[src/rtl/lift_pkg.sv]
`default_nettype none
// ============================================================================
// Module      : lift_pkg
// Description : Shared state encoding and direction constants for the lift.
// Revision    : 1.0 - initial release
// ============================================================================
package lift_pkg;

    typedef enum logic [1:0] {
        ST_IDLE = 2'd0,
        ST_MOVE = 2'd1,
        ST_DOOR = 2'd2
    } lift_state_e;

    localparam logic c_DIR_UP = 1'b1;
    localparam logic c_DIR_DN = 1'b0;

endpackage : lift_pkg
`default_nettype wire

[src/rtl/lift_req_reg.sv]
`default_nettype none
// ============================================================================
// Module      : lift_req_reg
// Description : Latched per-floor call register with floor-relative summaries.
// Revision    : 1.0 - initial release
// ============================================================================
module lift_req_reg #(
    parameter int NUM_FLOORS = 8,
    localparam int FLW = $clog2(NUM_FLOORS)
) (
    input  logic                  clk,
    input  logic                  rst_n,
    input  logic [NUM_FLOORS-1:0] call_req,
    input  logic                  set_block,
    input  logic                  clr_en,
    input  logic [FLW-1:0]        clr_idx,
    input  logic [FLW-1:0]        cur_floor,
    output logic [NUM_FLOORS-1:0] pending,
    output logic                  any_above,
    output logic                  any_below,
    output logic                  hit
);

    logic [NUM_FLOORS-1:0] r_pending;
    logic [NUM_FLOORS-1:0] w_block;
    logic [NUM_FLOORS-1:0] w_clr;
    logic [NUM_FLOORS-1:0] w_pending_nx;
    logic                  w_above;
    logic                  w_below;

    // A clear in the same cycle as a set of the same floor wins: the floor is being served.
    always_comb begin
        w_block      = set_block ? (NUM_FLOORS'(1) << cur_floor) : '0;
        w_clr        = clr_en ? (NUM_FLOORS'(1) << clr_idx) : '0;
        w_pending_nx = (r_pending | (call_req & ~w_block)) & ~w_clr;
    end

    always_comb begin
        w_above = 1'b0;
        w_below = 1'b0;
        for (int i = 0; i < NUM_FLOORS; i++) begin
            if (i > int'(cur_floor)) w_above = w_above | r_pending[i];
            if (i < int'(cur_floor)) w_below = w_below | r_pending[i];
        end
    end

    always_ff @(posedge clk or negedge rst_n) begin
        if (!rst_n) r_pending <= '0;
        else        r_pending <= w_pending_nx;
    end

    assign pending   = r_pending;
    assign any_above = w_above;
    assign any_below = w_below;
    assign hit       = r_pending[cur_floor];

endmodule : lift_req_reg
`default_nettype wire

[src/rtl/lift_ctrl_nfloor.sv]
`default_nettype none
// ============================================================================
// Module      : lift_ctrl_nfloor
// Description : N-floor SCAN lift controller with travel and door timers.
// Revision    : 1.0 - initial release
// ============================================================================
module lift_ctrl_nfloor
    import lift_pkg::*;
#(
    parameter int NUM_FLOORS    = 8,
    parameter int TRAVEL_CYCLES = 4,
    parameter int DOOR_CYCLES   = 6,
    localparam int FLW = $clog2(NUM_FLOORS)
) (
    input  logic                  clk,
    input  logic                  rst_n,
    input  logic                  start,
    input  logic [NUM_FLOORS-1:0] call_req,
    output logic [FLW-1:0]        cur_floor,
    output logic [NUM_FLOORS-1:0] pending,
    output logic                  dir_up,
    output logic                  moving,
    output logic                  door_open,
    output logic                  arrive
);

    localparam int TCW = (TRAVEL_CYCLES > 1) ? $clog2(TRAVEL_CYCLES) : 1;
    localparam int DCW = (DOOR_CYCLES > 1) ? $clog2(DOOR_CYCLES) : 1;
    localparam logic [TCW-1:0] c_T_LAST = TCW'(TRAVEL_CYCLES - 1);
    localparam logic [DCW-1:0] c_D_LAST = DCW'(DOOR_CYCLES - 1);
    localparam logic [FLW-1:0] c_TOP    = FLW'(NUM_FLOORS - 1);

    lift_state_e    r_state, w_state_nx;
    logic [FLW-1:0] r_floor, w_floor_nx, w_next_floor;
    logic           r_dir, w_dir_nx;
    logic [TCW-1:0] r_tcnt, w_tcnt_nx;
    logic [DCW-1:0] r_dcnt, w_dcnt_nx;
    logic           r_arrive, w_arrive_nx;
    logic           w_clr_en;
    logic [FLW-1:0] w_clr_idx;
    logic           w_any_above, w_any_below, w_hit, w_stop;
    logic [NUM_FLOORS-1:0] w_pending;

    lift_req_reg #(.NUM_FLOORS(NUM_FLOORS)) u_req (
        .clk       (clk),
        .rst_n     (rst_n),
        .call_req  (call_req),
        .set_block (r_state == ST_DOOR),
        .clr_en    (w_clr_en),
        .clr_idx   (w_clr_idx),
        .cur_floor (r_floor),
        .pending   (w_pending),
        .any_above (w_any_above),
        .any_below (w_any_below),
        .hit       (w_hit)
    );

    // Saturating step keeps the floor inside 0..top even on a malformed request set.
    always_comb begin
        if (r_dir == c_DIR_UP) w_next_floor = (r_floor == c_TOP) ? r_floor : r_floor + FLW'(1);
        else                   w_next_floor = (r_floor == '0)    ? r_floor : r_floor - FLW'(1);
        w_stop = w_pending[w_next_floor] | call_req[w_next_floor];
    end

    always_comb begin
        w_state_nx  = r_state;
        w_floor_nx  = r_floor;
        w_dir_nx    = r_dir;
        w_tcnt_nx   = r_tcnt;
        w_dcnt_nx   = r_dcnt;
        w_arrive_nx = 1'b0;
        w_clr_en    = 1'b0;
        w_clr_idx   = r_floor;
        if (start) begin
            case (r_state)
                ST_IDLE: begin
                    if (w_hit) begin
                        w_state_nx = ST_DOOR;
                        w_dcnt_nx  = '0;
                        w_clr_en   = 1'b1;
                    end else if (|w_pending) begin
                        if (r_dir == c_DIR_UP) w_dir_nx = w_any_above ? c_DIR_UP : c_DIR_DN;
                        else                   w_dir_nx = w_any_below ? c_DIR_DN : c_DIR_UP;
                        w_state_nx = ST_MOVE;
                        w_tcnt_nx  = '0;
                    end
                end
                ST_MOVE: begin
                    if (r_tcnt == c_T_LAST) begin
                        w_tcnt_nx   = '0;
                        w_floor_nx  = w_next_floor;
                        w_arrive_nx = 1'b1;
                        if (w_stop) begin
                            w_state_nx = ST_DOOR;
                            w_dcnt_nx  = '0;
                            w_clr_en   = 1'b1;
                            w_clr_idx  = w_next_floor;
                        end
                    end else begin
                        w_tcnt_nx = r_tcnt + TCW'(1);
                    end
                end
                ST_DOOR: begin
                    if (call_req[r_floor])       w_dcnt_nx  = '0;
                    else if (r_dcnt == c_D_LAST) w_state_nx = ST_IDLE;
                    else                         w_dcnt_nx  = r_dcnt + DCW'(1);
                end
                default: w_state_nx = ST_IDLE;
            endcase
        end
    end

    always_ff @(posedge clk or negedge rst_n) begin
        if (!rst_n) begin
            r_state  <= ST_IDLE;
            r_floor  <= '0;
            r_dir    <= c_DIR_UP;
            r_tcnt   <= '0;
            r_dcnt   <= '0;
            r_arrive <= 1'b0;
        end else begin
            r_state  <= w_state_nx;
            r_floor  <= w_floor_nx;
            r_dir    <= w_dir_nx;
            r_tcnt   <= w_tcnt_nx;
            r_dcnt   <= w_dcnt_nx;
            r_arrive <= w_arrive_nx;
        end
    end

    assign cur_floor = r_floor;
    assign pending   = w_pending;
    assign dir_up    = r_dir;
    assign moving    = (r_state == ST_MOVE);
    assign door_open = (r_state == ST_DOOR);
    assign arrive    = r_arrive;

endmodule : lift_ctrl_nfloor
`default_nettype wire

[config.mk]
export PLATFORM = sky130hd
export DESIGN_NAME = lift_ctrl_nfloor
export DESIGN_NICKNAME = d
export VERILOG_FILES = /design/src/rtl/lift_pkg.sv /design/src/rtl/lift_req_reg.sv /design/src/rtl/lift_ctrl_nfloor.sv
export SDC_FILE = /design/constraint.sdc
export NUM_CORES = 1
export LEC_CHECK = 0
export CORE_MARGIN = 1.5
export CORE_UTILIZATION = 35
export DETAILED_ROUTE_END_ITERATION = 10
export MAX_ROUTING_LAYER = met4
export SLEW_MARGIN = 20
export SYNTH_ARGS = -nofsm -noshare
export SYNTH_HDL_FRONTEND = slang
export SYNTH_SLANG_ARGS = --single-unit
export TNS_END_PERCENT = 10
[constraint.sdc]
create_clock -name clk -period 5.25 [get_ports clk]
set_input_delay 1.05 -clock clk [delete_from_list [all_inputs] [get_ports clk]]
set_output_delay 1.05 -clock clk [all_outputs]
set_load 0.01 [all_outputs]
## After elaboration in Yosys (flattened, before gate mapping)

Index checks and enable logic that the tools add are counted.

| word-level totals | value |
|---|---|
| bits of input ports | 11 |
| memory bits (writable) | 0 |
| latch bits | 0 |
| bits in read-only memories | 0 |
| memories | 0 |
| output and inout port bits | 15 |
| bits in registers | 20 |

| cells by class | value |
|---|---|
| div/mod/pow operators | 0 |
| eq/ne operators | 14 |
| bitwise gates (word level) | 19 |
| reduce and logical (&&, ||, !) cells | 10 |
| magnitude comparators | 16 |
| multiply operators | 0 |
| muxes and demuxes | 59 |
| add/sub/neg operators | 4 |
| shifts and indexed selects | 2 |

Operator list:

| operator | number |
|---|---|
| $mux 3 | 12 |
| $mux 1 | 28 |
| $mux 2 | 9 |
| $and 8x8->8 | 2 |
| $mux 8 | 2 |
| $not 8->8 | 2 |
| $shl 1x3->8 const A | 2 |
| $or 1x1->1 | 13 |
| $bmux 1 s3 | 4 |
| $gt 3x3->1 const A | 4 |
| $reduce_and 6->1 | 2 |
| $lt 3x3->1 const A | 3 |
| $pmux 3 s3 | 1 |
| $lt 3x4->1 const B | 2 |
| $ne 2x2->1 const B | 4 |
| $or 8x8->8 | 1 |
| $reduce_and 4->1 | 2 |
| $reduce_or 8->1 | 1 |
| $add 3x1->3 const B | 2 |
| $eq 3x3->1 const B | 2 |
| $gt 2x3->1 const A | 2 |
| $lt 1x3->1 const A | 2 |
| $lt 2x3->1 const A | 2 |
| $ne 2x1->1 const B | 3 |
| other kinds (16) | 17 |

## Longest topological paths before layout

Gate-level depths: netlist (run 1).

| depth | value |
|---|---|
| depth in word-level cells | 16 |
| mapped depth | 11 |

## Cells and area by module

A second synthesis (run 1) with hierarchy kept.

| unflattened totals | value |
|---|---|
| cells, all modules | 187 |
| area total of the unflattened synthesis | 1634.1 µm² |

Modules (own cells, without submodules):

| module | cells an instance | sequential area each (µm²) | area an instance (µm²) | times used |
|---|---|---|---|---|
| lift_ctrl_nfloor | 116 | 301.5 | 1054.8 | 1 |
| lift_req_reg | 71 | 200.2 | 579.3 | 1 |

## Worst setup path before layout (run 1)

No wires, ideal clock.

| path | value |
|---|---|
| path type | reg-to-reg |
| start | register r_floor[0], in the netlist cur_floor[0] |
| end | register u_req.r_pending[4], in the netlist u_req.pending[4] |
| setup time | 0.077 ns |
| required time | 5.173 ns |
| path buffers | 2 |
| cell stages (with the launch flop) | 12 |
| clock period less this slack | 3.167 ns |
| arrival time | 3.089 ns |
| slack | 2.083 ns |
| path through | dfrtp_1 -> buf_2 -> clkbuf_1 -> inv_1 -> ha_1 -> nor3b_2 -> o21a_2 -> o21a_1 -> a2111o_1 -> a41oi_4 -> mux2_4 -> a21oi_1 |

| between the ends | value |
|---|---|
| cells in the longest elaborated chain, start to end | 14 |
| elaborated cells between the ends (all ways) | 32 |
| classes of those cells | add/sub (2); eq/ne (1); shift (2); mux (20); bitwise (6); reduce/logical (1) |

RTL lines:

| item | RTL line | source |
|---|---|---|
| start, declared | lift_ctrl_nfloor.sv:34 | `logic [FLW-1:0] r_floor, w_floor_nx, w_next_floor;` |
| start signal, assigned | lift_ctrl_nfloor.sv:123 | `r_floor <= w_floor_nx;` |
| $sub 3x1->3 (tied with other cells) | lift_ctrl_nfloor.sv:61 | `else w_next_floor = (r_floor == '0) ? r_floor : r_floor - FLW'(1);` |
| $mux 3 (on tied branches) | lift_ctrl_nfloor.sv:61, lift_ctrl_nfloor.sv:60 |  |
| $mux 3 | lift_ctrl_nfloor.sv:60 | `if (r_dir == c_DIR_UP) w_next_floor = (r_floor == c_TOP) ? r_floor : r_floor + FLW'(1);` |
| $bmux 1 s3 | lift_ctrl_nfloor.sv:62 | `w_stop = w_pending[w_next_floor] \| call_req[w_next_floor];` |
| $mux 1 (not written as such) | lift_ctrl_nfloor.sv:62 |  |
| $or 1x1->1 | lift_ctrl_nfloor.sv:62 |  |
| $mux 3 | lift_ctrl_nfloor.sv:93 | `if (w_stop) begin` |
| $mux 3 | lift_ctrl_nfloor.sv:89 | `if (r_tcnt == c_T_LAST) begin` |
| $mux 3 | lift_ctrl_nfloor.sv:75 | `case (r_state)` |
| $mux 3 | lift_ctrl_nfloor.sv:74 | `if (start) begin` |
| $shl 1x3->8 | lift_req_reg.sv:34 | `w_clr = clr_en ? (NUM_FLOORS'(1) << clr_idx) : '0;` |
| $mux 8 | lift_req_reg.sv:34 |  |
| $not 8->8 | lift_req_reg.sv:35 | `w_pending_nx = (r_pending \| (call_req & ~w_block)) & ~w_clr;` |
| $and 8x8->8 (*) | lift_req_reg.sv:35 |  |
| via u_req.w_pending_nx[4] | lift_req_reg.sv:27 | `logic [NUM_FLOORS-1:0] w_pending_nx;` |
| end signal, assigned | lift_req_reg.sv:49 | `else r_pending <= w_pending_nx;` |
| end, declared | lift_req_reg.sv:24 | `logic [NUM_FLOORS-1:0] r_pending;` |

The timed path passes the listed nets; every way through them passes the cells marked *. The select of a mux whose other input is x is not followed.
A chain may end at the register's enable or synchronous reset.

## Worst setup path in the final report (run 1)

| path | value |
|---|---|
| start | register r_floor[0], in the netlist cur_floor[0] |
| end | register u_req.r_pending[0], in the netlist u_req.pending[0] |

The elaborated chain is that of the path after synthesis.

==> summary.txt, run 1 <==
Final Hold Fails: 0
Syn_nets: 218
#FFs+latches synth: 20
Min-delay src: r_dcnt[2]
WS Path Type: register to register
Die Span Y: 72.3 um
Total track usage: 20.9%
Outcome: completed
EDFF count, synth: 0
Sequential fraction of the synthesis area: 29.9%
Synth warn: 0
Resized cells post-CTS: 0
Clock sink count: 20
Final period util: 68.6%
DRT Pass-1 Iters: 4
Cell taking the most area after synthesis: dfrtp_1
Port Buf Inserts: 25
Num CTS Buffers: 3
Vias in the first global route: 1562
Clk_skew: 0.000810 ns
Setup_tns: 0 ns
Global-route wire length before repair: 8220 um
Fraction of layout cells with a size suffix above 1: 8.60%
1st-iter DRT viols: 206
# rows: 25
Core box area: 4660 um^2
Data arrival, critical path: 3.79 ns
Cts hold-fix bufs: 0
DR vias/cell: 6.05
Cells after DPL: 271
WL/cell: 18.1 um
CTS tree: done
Cell area after synthesis: 1680 um^2
Slew Viols, Final: 0
Yosys cell types: 53
Reg-to-reg slack, setup: 1.65 ns
Total number of vias: 1665
Worst hold stages: 1
H-tree Lvls: 1
Starting Density: 36.0%
CP max-delay cell: dfrtp_1
Synthesis-to-finish area growth: 20.6%
Slew @ Worst Pin: 0.945 ns
Hold path endpoint: r_dcnt[2]
Antenna diodes: 0
Lkg Pwr: 0.761 nW
Unrepaired setup endpoints after global routing: no
Global route total overflow: 0
Largest net degree at the start of global routing: 29
Post-detailed-routing wire length: 4960 um
Top FF cell, synth: dfrtp_1
ANT nets after route: 0
Clk Latency, worst-skew pair: 0.26 ns
Setup Viol. Count Final: 0
Die W: 72.3 um
Fill count: 483
Min Tclk post-route: 3.60 ns
Initial antenna violation count: 0
DP HPWL: 3610 um
CP max stage delay: 0.77 ns
Rel. slew slack: 36.8%
Critical Path Start Type: register
Max Cap Viol: 0
FFs w/ async S/R, synth: 100%
Final net count: 241
F_max: 278 MHz
Worst setup EP type: register
Worst reg2reg path depth: 9
Final Non-Filler Cells: 275
Clk buf depth: 2
CP Cell Sequence: inv_1 > ha_1 > nand2_1 > o21ai_1 > a211oi_1 > nand4_1 > a41oi_4 > mux2_4 > a21oi_1
PwrDens: 604 nW/um^2
Top cells by area, synth: dfrtp_1, a21oi_1, ha_1, nand2_1, o21ai_0
GP Congestion: 0.870
Most frequent cell after synthesis: a21oi_1
Area of the die: 5220 um^2
Class of the worst hold path: register to register
Final hold slack: 0.515 ns
Peak VDD IR: 0.255 mV
Clock transition at the registers of the reported paths: 0.08 ns
Reg2Reg Launch Point: cur_floor[0]
Synth cell count leaders: a21oi_1, nand2_1, dfrtp_1
Post-Synthesis Cells: 199
Postcts setup bufs: 0
Top-level I/O count: 26
Root buffer cell: clkbuf_8
Req. time, crit path: 5.44 ns
Worst-path fanout max: 18
Mean Syn Cell Area: 8.44 um^2
Synth top area share: 28.3%
Reg2reg end: u_req.pending[0]
Residual DRC count: 0
## layer usage
layer,vias to the layer above,wire [um],GRT usage [%]
met1,807,2260,30.5
li1,786,-,-
met2,65,2270,30.5
met4,0,77,5.87
met5,-,0,-
met3,7,361,2.50
## registers in the layout, indices dropped and copies added, names as in the netlist
name,cells
r_tcnt,2
u_req.pending,8
cur_floor,3
r_state,2
r_dcnt,3
arrive,1
dir_up,1
## logic make-up after synthesis
logic type               count (synthesis)  share of synthesized area [%]
adder cells (fa/ha/maj)                  8                           5.96
AND/OR/NAND/NOR                         72                           22.3
flip-flops                              20                           29.9
multiplexers                            11                           8.64
AO/OA/AOI/OAI                           72                           28.7
buffers and inverters                   16                           4.54
## where the power goes
group	total [W]	switching, W	internal, W	leakage [nW]
Sequential	0.000339	0.000138	0.000202	0.222
Combinational	0.000725	0.000412	0.000313	0.503
Clock	0.000158	0.0000563	0.000102	0.0357
## worst max-delay path, delay by kind of cell, from the launching register on
family | cells | cell delay (ns)
AO/OA/AOI/OAI | 4 | 1.35
adder cells (fa/ha/maj) | 1 | 0.37
buffers and inverters | 1 | 0.24
flip-flops | 1 | 0.77
multiplexers | 1 | 0.34
AND/OR/NAND/NOR | 2 | 0.44
## metrics by stage
stage / utilization [%] / area [um^2] / power (W) / setup slack [ns]
after global routing: 43.5 / 2030 / 0.00133 / 1.27
final: 43.5 / 2030 / 0.00122 / 1.65
after detailed placement: 41.9 / 1950 / 0.00106 / 1.67
after CTS: 43.5 / 2030 / 0.00122 / 1.60
after global placement: 41.9 / 1950 / 0.00105 / 1.78
after floorplan: - / 1680 / 0.000835 / 2.08
## worst max-delay path by stage
stage / startpoint / endpoint / slack [ns] / depth (start not counted)
3_3_place_gp: cur_floor[0] / u_req.pending[4] / 1.78 / 9
3_5_place_dp: cur_floor[0] / u_req.pending[0] / 1.67 / 9
2_1_floorplan: cur_floor[0] / u_req.pending[4] / 2.08 / 11
5_1_grt: cur_floor[0] / u_req.pending[6] / 1.27 / 9
4_1_cts: cur_floor[0] / u_req.pending[0] / 1.60 / 9
6_report: cur_floor[0] / u_req.pending[0] / 1.65 / 9
## final cells by class
| type | count | area [um^2] | share of cell area (%) |
|---|---|---|---|
| Sequential cell | 20 | 502 | 24.8 |
| Clock inverter | 1 | 30.0 | 1.48 |
| Inverter | 9 | 33.8 | 1.67 |
| Timing Repair Buffer | 25 | 250 | 12.4 |
| Clock buffer | 3 | 41.3 | 2.04 |
| Multi-Input combinational cell | 163 | 1100 | 54.4 |
| Tap cell | 54 | 67.6 | 3.34 |
## cells in the final DEF (no fill, tap or decap), drive strengths merged, types with 2 or more instances in the layout
cell type and instances:
a2111o 2, a211oi 4, a21oi 24, a22o 2
a31oi 3, a32o 2, and3 3, clkbuf 3
clkdlybuf4s50 25, dfrtp 19, ha 8, inv 9
mux2 5, mux2i 4, mux4 2, nand2 21
nand2b 3, nand3 9, nand3b 2, nand4 3
nor2 18, nor3 3, nor3b 2, o21a 4
o21ai 16, o2bb2ai 3, o31ai 2, or3 2
or4 2
No activity file was read; power rests on OpenSTA's default activity.
==> inputs of run 2 (changes only) <==
- clock period: 5.25 -> 3.65 ns (I/O delays scaled with it)
==> summary.txt, run 2 (synthesis gave the netlist of run 1 again) <==
Comb pwr share: 64.0% (was 59.3%)
Data arrival, critical path: 3.37 ns (was 3.79 ns)
Top Layer Used: met4 (unchanged)
CP max-delay cell: a211oi_1 (was dfrtp_1)
Post-detailed-routing wire length: 4820 um (was 4960 um)
Max Cap Viol: 0 (unchanged)
Clk Latency, worst-skew pair: 0.27 ns (was 0.26 ns)
Die W: 72.3 um (unchanged)
Worst Path Buf+Inv: 1 (unchanged)
Cts hold-fix bufs: 0 (unchanged)
Clock transition at the registers of the reported paths: 0.09 ns (was 0.08 ns)
Post-route setup slack: 0.479 ns (was 1.65 ns)
Critical Path Start Type: register (unchanged)
Cell Area, Placed: 1980 um^2 (was 1950 um^2)
CP max stage delay: 0.79 ns (was 0.77 ns)
WL met2: 2180 um (was 2270 um)
Clk buf depth: 2 (unchanged)
DR vias/cell: 5.88 (was 6.05)
Register share of total power: 22.9% (was 27.8%)
Min Tclk post-route: 3.17 ns (was 3.60 ns)
CP Cell Sequence: buf_4 > ha_1 > nand3_1 > o21ai_0 > a211oi_1 > nand4_1 > a41oi_4 > mux2_4 > a21oi_1 (was inv_1 > ha_1 > nand2_1 > o21ai_1 > a211oi_1 > nand4_1 > a41oi_4 > mux2_4 > a21oi_1)
Met3 WL: 425 um (was 361 um)
H-tree Lvls: 1 (unchanged)
Synthesis-to-finish area growth: 22.0% (was 20.6%)
Switching share of power: 48.7% (was 49.6%)
Final hold slack: 0.518 ns (was 0.515 ns)
Pre-CTS setup slack: 0.567 ns (was 1.67 ns)
GP Congestion: 0.928 (was 0.870)
Cells after DPL: 274 (was 271)
Total number of vias: 1635 (was 1665)
Finished Cell Area: 2050 um^2 (was 2030 um^2)
Num CTS Buffers: 3 (unchanged)
Pint: 0.000910 W (was 0.000617 W)
Met1 Wirelength: 2120 um (was 2260 um)
Top-level I/O count: 26 (unchanged)
Worst setup path endpoint: u_req.pending[4] (was u_req.pending[0])
Largest net degree at the start of global routing: 21 (was 29)
# rows: 25 (unchanged)
ANT nets after route: 0 (unchanged)
Peak VDD IR: 0.288 mV (was 0.255 mV)
F_max: 315 MHz (was 278 MHz)
Port Buf Inserts: 25 (unchanged)
Reg2reg end: u_req.pending[4] (was u_req.pending[0])
Req. time, crit path: 3.85 ns (was 5.44 ns)
Global route total overflow: 0 (unchanged)
Reg-to-reg slack, setup: 0.48 ns (was 1.65 ns)
Postcts setup bufs: 0 (unchanged)
Commonest cells after routing, fill and taps aside: clkdlybuf4s50_1, a21oi_1, nand2_1, dfrtp_1, nor2_1 (unchanged)
WL/cell: 17.4 um (was 18.1 um)
Slew Viols, Final: 0 (unchanged)
Fill count: 461 (was 483)
Starting Density: 36.0% (unchanged)
Clk_skew: 0.0124 ns (was 0.000810 ns)
Worst-path fanout max: 17 (was 18)
Reg2Reg Launch Point: cur_floor[0] (unchanged)
1st-iter DRT viols: 197 (was 206)
DP HPWL: 3670 um (was 3610 um)
Final Non-Filler Cells: 278 (was 275)
WP depth: 9 (unchanged)
Unrepaired setup endpoints after global routing: no (unchanged)
Max reg flops: 8 (unchanged)
Slew @ Worst Pin: 0.938 ns (was 0.945 ns)
Sw Pwr: 0.000862 W (was 0.000606 W)
Resized cells post-CTS: 0 (unchanged)
Rel. slew slack: 37.3% (was 36.8%)
Final Hold Fails: 0 (unchanged)
WS Path Type: register to register (unchanged)
PwrDens: 865 nW/um^2 (was 604 nW/um^2)
Area of the die: 5220 um^2 (unchanged)
Setup_tns: 0 ns (unchanged)
Fraction of layout cells with a size suffix above 1: 9.82% (was 8.60%)
Setup Viol. Count Final: 0 (unchanged)
Die Span Y: 72.3 um (unchanged)
Final period util: 86.9% (was 68.6%)
Worst setup startpoint: cur_floor[0] (unchanged)
Class of the worst hold path: register to register (unchanged)
Most common cell after layout, fill and taps aside: clkdlybuf4s50_1 (unchanged)
Initial antenna violation count: 0 (unchanged)
Total track usage: 20.4% (was 20.9%)
Residual DRC count: 0 (unchanged)
Antenna diodes: 0 (unchanged)
DRT Pass-1 Iters: 4 (unchanged)
Core box area: 4660 um^2 (unchanged)
Worst setup EP type: register (unchanged)
Clock Power Share: 13.1% (was 12.9%)
CTS tree: done (unchanged)
Root buffer cell: clkbuf_8 (unchanged)
CP delay by family, top: compound AO/OA/AOI/OAI gates (unchanged)
Global-route wire length before repair: 7980 um (was 8220 um)
Lkg Pwr: 0.776 nW (was 0.761 nW)
Clock sink count: 20 (unchanged)
Outcome: completed (unchanged)
Final net count: 244 (was 241)
Vias in the first global route: 1557 (was 1562)
Worst reg2reg path depth: 9 (unchanged)
-- run 2: layer usage --
metal,up-vias,GRT usage (%)
li1,800,-
met1,751,28.9
met2,74,29.1
met3,10,3.47
met4,0,7.55
met5,-,-
-- run 2: worst min path at each step --
stage,startpoint,end,slack (ns),cells after the start
6_report,r_dcnt[2],r_dcnt[2],0.52,1
5_1_grt,r_dcnt[2],r_dcnt[2],0.54,1
4_1_cts,r_dcnt[2],r_dcnt[2],0.53,1
3_5_place_dp,r_dcnt[2],r_dcnt[2],0.51,1
3_3_place_gp,r_dcnt[2],r_dcnt[2],0.49,1
2_1_floorplan,rst_n,arrive,0.43,0
-- run 2: power groups by stage --
stage          combinational [W]  sequential (W)  clock [W]
2_1_floorplan           0.000813        0.000387          0
3_3_place_gp             0.00113        0.000407          0
3_5_place_dp             0.00112        0.000410          0
4_1_cts                  0.00113        0.000405   0.000238
5_1_grt                  0.00125        0.000421   0.000249
6_report                 0.00113        0.000406   0.000232
-- run 2: cell type report --
| class | instances | area (um^2) | area share [%] |
|---|---|---|---|
| flip-flops and latches | 20 | 502 | 24.5 |
| clock inverters | 1 | 30.0 | 1.47 |
| inverters | 9 | 33.8 | 1.65 |
| clock buffers | 3 | 41.3 | 2.02 |
| multi-input cells | 163 | 1100 | 53.8 |
| repair buffers | 28 | 273 | 13.3 |
| well taps | 54 | 67.6 | 3.30 |
-- run 2: through the flow --
step                      power, W  utilization (%)
after floorplan            0.00120                -
after global placement     0.00154             42.4
after detailed placement   0.00153             42.4
after CTS                  0.00177             43.9
after global routing       0.00192             43.9
final                      0.00177             43.9
